$ cat src/rtl/max7219_frame_sequencer.sv
// max7219_frame_sequencer
// Produces every register write the MAX7219 needs: the power-up initialisation
// words, an intensity word whenever the requested brightness changes, and one
// frame of digit words per refresh request. Words go to the serial shift-out
// engine over a valid/ready handshake. At most one word is in flight at a time.
module max7219_frame_sequencer #(
    parameter int         NUM_DIGITS  = 8,
    parameter logic [7:0] DECODE_MODE = 8'h00
) (
    input  logic        i_clk,
    input  logic        i_reset_n,
    input  logic        i_ena,
    input  logic        i_refresh_stb,
    input  logic [63:0] i_digits,
    input  logic [3:0]  i_intensity,
    output logic        o_tx_valid,
    output logic [15:0] o_tx_data,
    input  logic        i_tx_ready,
    output logic        o_init_done,
    output logic        o_busy,
    output logic        o_frame_done_stb
);

    localparam logic [1:0] ST_INIT   = 2'd0;
    localparam logic [1:0] ST_IDLE   = 2'd1;
    localparam logic [1:0] ST_INTENS = 2'd2;
    localparam logic [1:0] ST_FRAME  = 2'd3;

    localparam logic [2:0] INIT_LAST      = 3'd4;
    localparam logic [2:0] INIT_INTENS_IX = 3'd3;
    localparam logic [2:0] FRAME_LAST     = 3'(NUM_DIGITS - 1);
    localparam logic [7:0] SCAN_LIMIT     = 8'(NUM_DIGITS - 1);

    // Initialisation word table; the intensity entry takes the live request.
    function automatic logic [15:0] init_word(input logic [2:0] idx,
                                              input logic [3:0] intens);
        logic [15:0] w;
        case (idx)
            3'd0:    w = 16'h0F00;
            3'd1:    w = {8'h0B, SCAN_LIMIT};
            3'd2:    w = {8'h09, DECODE_MODE};
            3'd3:    w = {8'h0A, 4'h0, intens};
            default: w = 16'h0C01;
        endcase
        return w;
    endfunction

    // Digit word: register address is digit index + 1, data is its segment byte.
    function automatic logic [15:0] digit_word(input logic [2:0]  idx,
                                               input logic [63:0] digits);
        logic [7:0] addr;
        addr = {5'd0, idx} + 8'd1;
        return {addr, digits[{idx, 3'b000} +: 8]};
    endfunction

    function automatic logic [15:0] intens_word(input logic [3:0] intens);
        return {8'h0A, 4'h0, intens};
    endfunction

    logic [1:0]  state_q, state_d;
    logic [2:0]  cnt_q, cnt_d;
    logic        valid_q, valid_d;
    logic [15:0] data_q, data_d;
    logic        init_done_q, init_done_d;
    logic        done_stb_q, done_stb_d;
    logic        pend_q, pend_d;
    logic [3:0]  intens_q, intens_d;
    logic [63:0] snap_q, snap_d;
    logic        accept;
    logic        take_frame;

    assign accept = valid_q & i_tx_ready;

    // Next-state logic: word loading, sequence stepping and work selection.
    always_comb begin
        state_d     = state_q;
        cnt_d       = cnt_q;
        valid_d     = valid_q;
        data_d      = data_q;
        init_done_d = init_done_q;
        done_stb_d  = 1'b0;
        intens_d    = intens_q;
        snap_d      = snap_q;
        take_frame  = 1'b0;

        case (state_q)
            ST_INIT: begin
                if (accept) begin
                    if (cnt_q == INIT_INTENS_IX) begin
                        intens_d = data_q[3:0];
                    end
                    if (cnt_q == INIT_LAST) begin
                        valid_d     = 1'b0;
                        init_done_d = 1'b1;
                        cnt_d       = 3'd0;
                        state_d     = ST_IDLE;
                    end else begin
                        cnt_d = cnt_q + 3'd1;
                        if (i_ena) begin
                            data_d = init_word(cnt_q + 3'd1, i_intensity);
                        end else begin
                            valid_d = 1'b0;
                        end
                    end
                end else if (!valid_q && i_ena) begin
                    valid_d = 1'b1;
                    data_d  = init_word(cnt_q, i_intensity);
                end
            end

            ST_IDLE: begin
                if (i_ena) begin
                    if (i_intensity != intens_q) begin
                        valid_d = 1'b1;
                        data_d  = intens_word(i_intensity);
                        state_d = ST_INTENS;
                    end else if (pend_q || i_refresh_stb) begin
                        // A strobe this cycle starts the frame directly, so the
                        // first digit word is built from the live input while the
                        // snapshot is captured for the rest of the frame.
                        take_frame = 1'b1;
                        snap_d     = i_digits;
                        cnt_d      = 3'd0;
                        valid_d    = 1'b1;
                        data_d     = digit_word(3'd0, i_digits);
                        state_d    = ST_FRAME;
                    end
                end
            end

            ST_INTENS: begin
                if (accept) begin
                    intens_d = data_q[3:0];
                    valid_d  = 1'b0;
                    state_d  = ST_IDLE;
                end
            end

            default: begin
                if (accept) begin
                    if (cnt_q == FRAME_LAST) begin
                        valid_d    = 1'b0;
                        done_stb_d = 1'b1;
                        cnt_d      = 3'd0;
                        state_d    = ST_IDLE;
                    end else begin
                        cnt_d = cnt_q + 3'd1;
                        if (i_ena) begin
                            data_d = digit_word(cnt_q + 3'd1, snap_q);
                        end else begin
                            valid_d = 1'b0;
                        end
                    end
                end else if (!valid_q && i_ena) begin
                    valid_d = 1'b1;
                    data_d  = digit_word(cnt_q, snap_q);
                end
            end
        endcase
    end

    // One-deep refresh request. A strobe that itself starts a frame is consumed;
    // a strobe landing while an older request is being consumed stays queued.
    always_comb begin
        pend_d = pend_q;
        if (pend_q) begin
            pend_d = take_frame ? i_refresh_stb : 1'b1;
        end else begin
            pend_d = i_refresh_stb & ~take_frame;
        end
    end

    // State registers; reset aborts any sequence and restarts initialisation.
    always_ff @(posedge i_clk or negedge i_reset_n) begin
        if (!i_reset_n) begin
            state_q     <= ST_INIT;
            cnt_q       <= 3'd0;
            valid_q     <= 1'b0;
            data_q      <= 16'h0000;
            init_done_q <= 1'b0;
            done_stb_q  <= 1'b0;
            pend_q      <= 1'b0;
            intens_q    <= 4'h0;
            snap_q      <= 64'h0;
        end else begin
            state_q     <= state_d;
            cnt_q       <= cnt_d;
            valid_q     <= valid_d;
            data_q      <= data_d;
            init_done_q <= init_done_d;
            done_stb_q  <= done_stb_d;
            pend_q      <= pend_d;
            intens_q    <= intens_d;
            snap_q      <= snap_d;
        end
    end

    assign o_tx_valid       = valid_q;
    assign o_tx_data        = data_q;
    assign o_init_done      = init_done_q;
    assign o_busy           = (state_q != ST_IDLE);
    assign o_frame_done_stb = done_stb_q;

endmodule
$ cat config.mk
export PLATFORM = sky130hd
export DESIGN_NAME = max7219_frame_sequencer
export DESIGN_NICKNAME = d
export VERILOG_FILES = /design/src/rtl/max7219_frame_sequencer.sv
export SDC_FILE = /design/constraint.sdc
export NUM_CORES = 1
export LEC_CHECK = 0
export CORE_MARGIN = 1
export CORE_UTILIZATION = 55
export CTS_BUF_LIST = sky130_fd_sc_hd__clkbuf_4 sky130_fd_sc_hd__clkbuf_8
export CTS_CLUSTER_DIAMETER = 50
export DETAILED_ROUTE_END_ITERATION = 7
export GPL_ROUTABILITY_DRIVEN = 0
export PLACE_DENSITY = 0.86
export SYNTH_ARGS = -nofsm -noshare
export SYNTH_HDL_FRONTEND = slang
export SYNTH_SLANG_ARGS = --single-unit
$ cat constraint.sdc
create_clock -name i_clk -period 3.2 [get_ports i_clk]
set_input_delay 0.32 -clock i_clk [delete_from_list [all_inputs] [get_ports i_clk]]
set_output_delay 0.32 -clock i_clk [all_outputs]
set_load 0.02 [all_outputs]
==> results.json <==
{
  "status": "finished with violations",
  "violations": "DRC",
  "syn2layout_area_growth_pct": 20.30,
  "drive_gt1_share_pct": 17.59,
  "fin_area_um2": 6118,
  "cap_viol_max_count": 0,
  "maxSlewViolCount": 0,
  "final_util_pct": 69.15,
  "finalSetupTns_ps": 0,
  "htree_levels": 3,
  "worst_pin_slew_ps": 1117,
  "p_per_area_nw_per_um2": 844.6,
  "critPathMaxFanout": 12,
  "async_flop_share_pct": 100.0,
  "ios": 93,
  "hp-class": "input pin to async pin",
  "synth-seq-cells": 89,
  "dp_hpwl_um": 8971,
  "antenna_found_initial": 0,
  "start_util_pct": 57.48,
  "cts_buffers": 9,
  "cts_max_path_buffers": 2,
  "post_cts_buffers": 0,
  "final_min_period_over_clock_period_pct": 85.92,
  "grt_max_degree": 90,
  "ys_seq_area_share_pct": 43.79,
  "drc": 5,
  "synth_top_area_share_pct": 43.79,
  "antenna_cells": 0,
  "port_buffers": 88,
  "grt_setup_unrepaired": "false",
  "die_w_um": 98.17,
  "placed_cells": 598,
  "ir_drop_mv": 0.3479,
  "drtAntennaViolNets": 0,
  "final_nets": 581,
  "finClkSkew_ps": 13.86,
  "synth_ff_type": "dfrtp_1",
  "die_height_um": 98.17,
  "final_cell_mix": "89 x dfrtp_1, 87 x clkdlybuf4s50_1, 39 x mux2_2, 38 x mux2_1, 19 x a21oi_1",
  "layout.cells.non_filler": 614,
  "clock_sink_count": 89,
  "relSlewSlack_pct": 25.55,
  "arrival_ps": 3020,
  "syn_avg_cell_area_um2": 11.91,
  "syn_inst": 427,
  "placed_area_um2": 5908,
  "layout_min_cycle_time_ps": 2749,
  "grt_use_total_pct": 27.04,
  "crit_path_end_kind": "flip-flop",
  "drt_iter0_markers": 231,
  "cts_hold_buf": 0,
  "syn_area_um2": 5086,
  "yosys_warnings": 0,
  "vias": 3946,
  "core_area_um2": 8848,
  "finalSetupViolCount": 0,
  "synth.largest_area_cell": "dfrtp_1",
  "p_leak_nw": 2.753,
  "required_ps": 3470,
  "grt_pass1_wl_um": 20290,
  "worst_skew_pair.late_latency_ps": 370,
  "clk_pin_slew_worst_paths_ps": 100,
  "synthTopCellsByArea": "dfrtp_1 44%, mux2_2 8.6%, mux2_1 8.4%",
  "cts_tree": "built",
  "grt_pass1_vias": 3939,
  "final_common_cell": "dfrtp_1",
  "cts-root-buf": "clkbuf_8",
  "design.die.area_um2": 9636,
  "wirelength_um": 12180,
  "cts-resized-gates": 0,
  "drtPass1Iterations": 8,
  "wl_per_cell_um": 19.84,
  "grt_overflow": 0,
  "fmax_mhz": 363.7,
  "path_class": "flip-flop to flip-flop",
  "synth_edf_count": 0,
  "placementRows": 34,
  "viasPerCell": 6.427,
  "timing.final.hold_violations": 0,
  "ys_types": 74,
  "start_kind": "flip-flop"
}
[sequential cells by signal, indices dropped and copies added, names as in the netlist]
| register | count |
|---|---|
| snap_q | 64 |
| o_tx_data | 12 |
| intens_q | 4 |
| cnt_q | 3 |
| state_q | 2 |
| o_frame_done_stb | 1 |
| o_init_done | 1 |
| o_tx_valid | 1 |
| pend_q | 1 |
[critical path, cell delays in order, from the launching register on]
cell and delay [ps]:
dfrtp_1 610, inv_1 150, ha_1 450, and3_1 290, nor2_4 280, inv_2 130
ha_1 230, xnor2_1 160, mux2i_1 90, mux2_2 260
[area by class of cell]
cell class	instances	area, µm²
Timing Repair Buffer	93	915.9
Tap cell	108	135.1
Clock inverter	6	72.57
Fill cell	660	2730
Multi-Input combinational cell	296	2585
Clock buffer	10	137.6
Sequential cell	89	2227
Inverter	12	45.04
[power breakdown]
group	total (mW)	leakage, nW	switching, mW	internal, mW
registers	1.86	1.16	0.361	1.50
logic	2.48	1.48	1.31	1.17
clock network	0.830	0.110	0.435	0.395
total	5.17	2.75	2.10	3.07
[routing by layer]
metal,vias to the layer above,wire [µm],global-route usage [%]
met5,-,0,0
met2,211,5757,43.01
met1,1956,5200,37.73
met4,0,293,11.37
met3,23,932,3.364
li1,1756,-,-
[stage by stage]
step	total power, mW	hold slack, ps	setup WS, ps
global placement	4.196	459.3	477.8
floorplan	3.596	24.41	681.7
detailed placement	4.312	474.6	426.0
global route	5.462	251.7	295.7
CTS	5.151	195.6	452.3
finish	5.168	112.5	450.7
[path summary, 6_finish.rpt]
| path | from | endpoint | slack, ps | cells after the start |
|---|---|---|---|---|
| max | cnt_q[1]$_DFFE_PN0P_ | o_tx_data[10]$_DFFE_PN0P_ | 450 | 9 |
| min | i_reset_n | state_q[1]$_DFFE_PN0P_ | 110 | 1 |
| max reg2reg | cnt_q[1]$_DFFE_PN0P_ | o_tx_data[10]$_DFFE_PN0P_ | 450 | 9 |
| min reg2reg | o_init_done$_DFFE_PN0P_ | o_init_done$_DFFE_PN0P_ | 490 | 1 |
| max in group asynchronous | i_reset_n | snap_q[54]$_DFFE_PN0P_ | 2330 | 1 |
| min in group i_clk | o_init_done$_DFFE_PN0P_ | o_init_done$_DFFE_PN0P_ | 490 | 1 |
[cells by family (layout without fill, tap and decap cells)]
logic type / count (synthesis) / in the layout / synth area share, %
AO/OA/AOI/OAI: 98 / 98 / 13.68
multiplexers: 105 / 105 / 24.94
XOR/XNOR: 5 / 5 / 0.8610
other: 1 / 4 / 0.07373
flip-flops: 89 / 89 / 43.79
buffers and inverters: 45 / 121 / 5.609
AND/OR/NAND/NOR: 76 / 76 / 9.127
adder cells (fa/ha/maj): 8 / 8 / 1.919
[Yosys cell counts (11+ instances only)]
master   number
mux2_1       38
mux2_2       39
mux2i_1      18
dfrtp_1      89
a21oi_1      19
o21ai_0      18
nand3_1      13
buf_6        11
nand2_1      15
Power figures use the tool's default switching activity.
